[src/rtl/flash_uart_tx.sv]
// UART transmitter for flash read-back bytes: one shift frame plus a one-byte
// holding register, with an overflow pulse when a byte has to be dropped.
module flash_uart_tx #(
   parameter int CLK_FREQ   = 50_000_000,
   parameter int UART_BPS   = 9600,
   parameter bit PARITY_EN  = 1'b0,
   parameter bit PARITY_ODD = 1'b0
) (
   input  logic       sys_clk,
   input  logic       sys_rst,
   input  logic [7:0] pi_data,
   input  logic       pi_flag,
   output logic       tx,
   output logic       busy,
   output logic       hold_full,
   output logic       tx_done,
   output logic       overflow
);

   localparam int BAUD_CNT_MAX = CLK_FREQ / UART_BPS;
   localparam int CW = (BAUD_CNT_MAX > 1) ? $clog2(BAUD_CNT_MAX) : 1;
   localparam logic [CW-1:0] CNT_LAST = CW'(BAUD_CNT_MAX - 1);

   typedef enum logic [2:0] {IDLE, START, DATA, PARITY, STOP} state_t;

   state_t          state, state_n;
   logic [CW-1:0]   baud_cnt, cnt_n;
   logic [2:0]      bit_idx, idx_n;
   logic [7:0]      shift_q, shift_n;
   logic [7:0]      hold_q, hold_n;
   logic            hold_full_n;
   logic            tx_n, busy_n, done_n, ovf_n;
   logic            bit_end, stop_end;

   assign bit_end  = (state != IDLE) && (baud_cnt == CNT_LAST);
   assign stop_end = (state == STOP) && bit_end;

   always_ff @(posedge sys_clk or posedge sys_rst) begin
      if (sys_rst) begin
         state     <= IDLE;
         baud_cnt  <= '0;
         bit_idx   <= '0;
         shift_q   <= '0;
         hold_q    <= '0;
         hold_full <= 1'b0;
         tx        <= 1'b1;
         busy      <= 1'b0;
         tx_done   <= 1'b0;
         overflow  <= 1'b0;
      end else begin
         state     <= state_n;
         baud_cnt  <= cnt_n;
         bit_idx   <= idx_n;
         shift_q   <= shift_n;
         hold_q    <= hold_n;
         hold_full <= hold_full_n;
         tx        <= tx_n;
         busy      <= busy_n;
         tx_done   <= done_n;
         overflow  <= ovf_n;
      end
   end

   // Registered outputs are derived from the next state so they line up with it.
   always_comb begin
      state_n     = state;
      idx_n       = bit_idx;
      shift_n     = shift_q;
      hold_n      = hold_q;
      hold_full_n = hold_full;
      ovf_n       = 1'b0;

      case (state)
         IDLE: begin
            if (pi_flag) begin
               shift_n = pi_data;
               state_n = START;
            end
         end
         START: begin
            if (bit_end) begin
               state_n = DATA;
               idx_n   = '0;
            end
         end
         DATA: begin
            if (bit_end) begin
               if (bit_idx == 3'd7) state_n = PARITY_EN ? PARITY : STOP;
               else                 idx_n   = bit_idx + 3'd1;
            end
         end
         PARITY: begin
            if (bit_end) state_n = STOP;
         end
         STOP: begin
            if (bit_end) begin
               if (hold_full) begin
                  shift_n = hold_q;
                  state_n = START;
               end else if (pi_flag) begin
                  shift_n = pi_data;
                  state_n = START;
               end else begin
                  state_n = IDLE;
               end
            end
         end
         default: state_n = IDLE;
      endcase

      // At stop end the held byte moves out, so a same-cycle strobe is never dropped.
      if (pi_flag && (state != IDLE)) begin
         if (stop_end) begin
            if (hold_full) hold_n = pi_data;
         end else if (!hold_full) begin
            hold_n      = pi_data;
            hold_full_n = 1'b1;
         end else begin
            ovf_n = 1'b1;
         end
      end else if (stop_end && hold_full) begin
         hold_full_n = 1'b0;
      end

      if ((state == IDLE) || (state_n == IDLE) || bit_end) cnt_n = '0;
      else                                                  cnt_n = baud_cnt + 1'b1;

      case (state_n)
         IDLE:    tx_n = 1'b1;
         START:   tx_n = 1'b0;
         DATA:    tx_n = shift_n[idx_n];
         PARITY:  tx_n = (^shift_n) ^ PARITY_ODD;
         STOP:    tx_n = 1'b1;
         default: tx_n = 1'b1;
      endcase

      busy_n = (state_n != IDLE);
      done_n = (state_n == STOP) && (cnt_n == CNT_LAST);
   end

endmodule

[config.mk]
export PLATFORM = sky130hd
export DESIGN_NAME = flash_uart_tx
export DESIGN_NICKNAME = d
export VERILOG_FILES = /design/src/rtl/flash_uart_tx.sv
export SDC_FILE = /design/constraint.sdc
export NUM_CORES = 1
export LEC_CHECK = 0
export CORE_AREA = 2 2 94 60
export CTS_CLUSTER_SIZE = 8
export DETAILED_ROUTE_END_ITERATION = 12
export DIE_AREA = 0 0 96 62
export GPL_TIMING_DRIVEN = 0
export HOLD_SLACK_MARGIN = 0.15
export PLACE_DENSITY = 0.7
export SLEW_MARGIN = 20
export SYNTH_ARGS = -nofsm -noshare
export SYNTH_HDL_FRONTEND = slang
export SYNTH_SLANG_ARGS = --single-unit
[constraint.sdc]
create_clock -name sys_clk -period 2.59 [get_ports sys_clk]
set_clock_uncertainty 0.15 [all_clocks]
set_input_delay 0.518 -clock sys_clk [delete_from_list [all_inputs] [get_ports sys_clk]]
set_output_delay 0.518 -clock sys_clk [all_outputs]
set_load 0.02 [all_outputs]
==> results.toml <==
[critical_path]
timing.rr.start = "baud_cnt[11]"
r2r_setup_slack_ps = -230
worst-path-max-fanout = 10
rr_worst_depth = 9
critPathCaptureType = "flip-flop"
worstSetupPathType = "in2reg"
timing.rr.end = "tx"
worstSetupStartpointType = "primary input"
cp.arrival_ps = 2900
critPathRequiredTime_ps = 2670

[pwr]
power.internal_uw = 1120
comb_power_share = 0.280
irDropWorstVdd_v = 0.000267
power.share.clock = 0.268
power_frac_seq = 0.453
total_power_uw = 1640
powerDensity_nw_per_um2 = 551
p_leak_uw = 0.00129
p_sw_uw = 514
swShare = 0.314

[clock_tree]
postCtsHoldBufs = 0
clock_latency_ps = 300
cts_num_sinks = 40
clk_pin_slew_ps = 80
h-tree-depth = 2
tritoncts = "done"
clk_path_buf_depth = 2
cts_buffers = 5
root_buffer = "clkbuf_8"

[timing]
rsz0062_at_grt = "yes"
tns_ps = -532
drv_slew = 0
max_freq_mhz = 354
period_share = 1.09
setup_viol = 16
period_minus_slack_ps = 2820
hold_viol = 0
tightest_slew_ps = 583
fin_ws_ps = -234
slew_headroom = 0.602
whs_ps = 302

[synthesis]
yosys-top-cells-count = "dfrtp_1, nor2_1, mux2_2, a21oi_1, nand3_1"
ys.warnings.count = 0
synth_edf_count = 0
synth_top_area_share = 0.397
yosys_most_used_dff = "dfrtp_1"
yosysTopAreaCell = "dfrtp_1"
syn_area_per_cell_um2 = 9.60
ys_seq_elements = 40
ys_seq_area_frac = 0.408
ys_types = 58
synth.area.top_cells = "dfrtp_1, mux2_2, nor2_1, xnor2_1, a21oi_1"
synth_area_um2 = 2460
syn_inst = 256
yosysMostFrequentCell = "dfrtp_1"
async_flop_share = 1.00
synth_fp_nets = 271

[floorplanning]
die_x_um = 96
ios = 16
rows = 21
core_um2 = 5230
start_util = 0.470
die_y_um = 62
die_area_um2 = 5950

[grt]
grt_max_degree = 34
grt_pass1_wl_um = 10100
grt_overflow = 0
grt_usage = 0.232
grt_pass1_vias = 1917
antenna_found_initial = 0

[outcome]
violations = "setup timing"
status = "finished, violations left"

[route]
ant_nets = 0
drcViolationCount = 0
drt_iter0_drc = 114
wl_per_cell_um = 17.2
wirelength_um = 6160
drt-vias-per-instance = 5.72
first_pass_iters = 4
vias = 2054

[final_layout]
area_growth_pct = 20.8
utilization = 0.568
nets = 304
antenna_cells = 0
drive_gt1_frac = 0.234

[flow_run]
cap_violations = 0

[placed_design]
gp_congestion = 0.931
port_buffers = 15
post-dp-hpwl_um = 4300

[worst_hold_path]
min_path_type = "in2async"
metal layers:
layer | wire (µm) | share of wire | track usage | vias to the layer above
met5 | 0 | 0 | 0 | -
met4 | 66 | 0.011 | 0.0837 | 0
met3 | 540 | 0.088 | 0.0820 | 7
met2 | 2440 | 0.40 | 0.299 | 52
met1 | 3110 | 0.51 | 0.351 | 1016
li1 | - | - | - | 979
state kept, by name, summed over array words and instances, names as in the netlist:
| signal | count |
|---|---|
| busy | 1 |
| bit_idx | 3 |
| tx | 1 |
| overflow | 1 |
| shift_q | 8 |
| tx_done | 1 |
| state | 3 |
| hold_q | 8 |
| baud_cnt | 13 |
| hold_full | 1 |
cells in the final DEF (no fill, tap or decap), drive strengths merged, types with 3 or more instances in the layout:
cell / n
nand2: 13
o211ai: 4
clkbuf: 14
o22a: 4
inv: 14
dfrtp: 39
or2: 4
mux2i: 5
o21ai: 5
a21o: 3
nor2: 30
xnor2: 13
buf: 16
nor2b: 5
ha: 4
a21oi: 14
or3: 4
nand2b: 4
clkdlybuf4s50: 15
nand3b: 5
mux2: 15
and3: 3
nand3: 14
xor2: 5
metrics by stage:
stage / area [µm²] / setup slack [ps] / cells
after global placement: 2720 / -668 / 340
after CTS: 2960 / -179 / 358
final: 2970 / -234 / 359
after global routing: 2970 / -332 / 359
after detailed placement: 2740 / -652 / 341
after floorplan: 2480 / -149 / 256
how the worst max path moves through the flow:
stage | endpoint | start | slack [ps] | cells past startpoint
2_1_floorplan | tx | baud_cnt[0] | -150 | 11
3_3_place_gp | tx | pi_flag | -670 | 10
3_5_place_dp | tx | pi_flag | -650 | 10
4_1_cts | tx | baud_cnt[11] | -180 | 9
5_1_grt | tx | baud_cnt[1] | -330 | 10
6_report | tx | pi_flag | -230 | 10
cell type report:
class / instances / area [µm²]
buffer: 10 / 62.6
tap: 69 / 86.3
timing repair buffer: 27 / 253
clock buffer: 8 / 90.1
fill: 482 / 2260
sequential: 40 / 1000
inverter: 14 / 52.6
multi-input combinational: 191 / 1420
power groups by stage:
stage          clock network, µW  registers (µW)  logic [µW]
2_1_floorplan                  0             740         290
3_3_place_gp                   0             747         383
3_5_place_dp                   0             749         393
4_1_cts                      445             738         445
5_1_grt                      480             747         505
6_report                     438             740         457
critical path, cell delays in order:
cell and delay [ps]:
clkdlybuf4s50_1 590, buf_2 270, nor2b_1 190, nor2_1 50
mux2_2 260, o211ai_1 420, xnor2_1 170, xnor2_2 160
xnor2_1 130, o2bb2ai_1 140
repair_timing:
item / in CTS / in global routing
pin swaps: 6 / 2
setup buffers: 10 / 1
setup endpoints to repair: 28 / 20
gates resized for setup: 15 / 4
cells by family after synthesis:
| kind of cell | after synthesis | synth area share |
|---|---|---|
| flops | 40 | 0.408 |
| fa+ha+maj | 4 | 0.0204 |
| buf+inv | 25 | 0.0417 |
| mux | 20 | 0.0891 |
| simple gates | 98 | 0.219 |
| xor+xnor | 18 | 0.0672 |
| compound gates | 51 | 0.154 |
No activity file was read; power rests on OpenSTA's default activity.
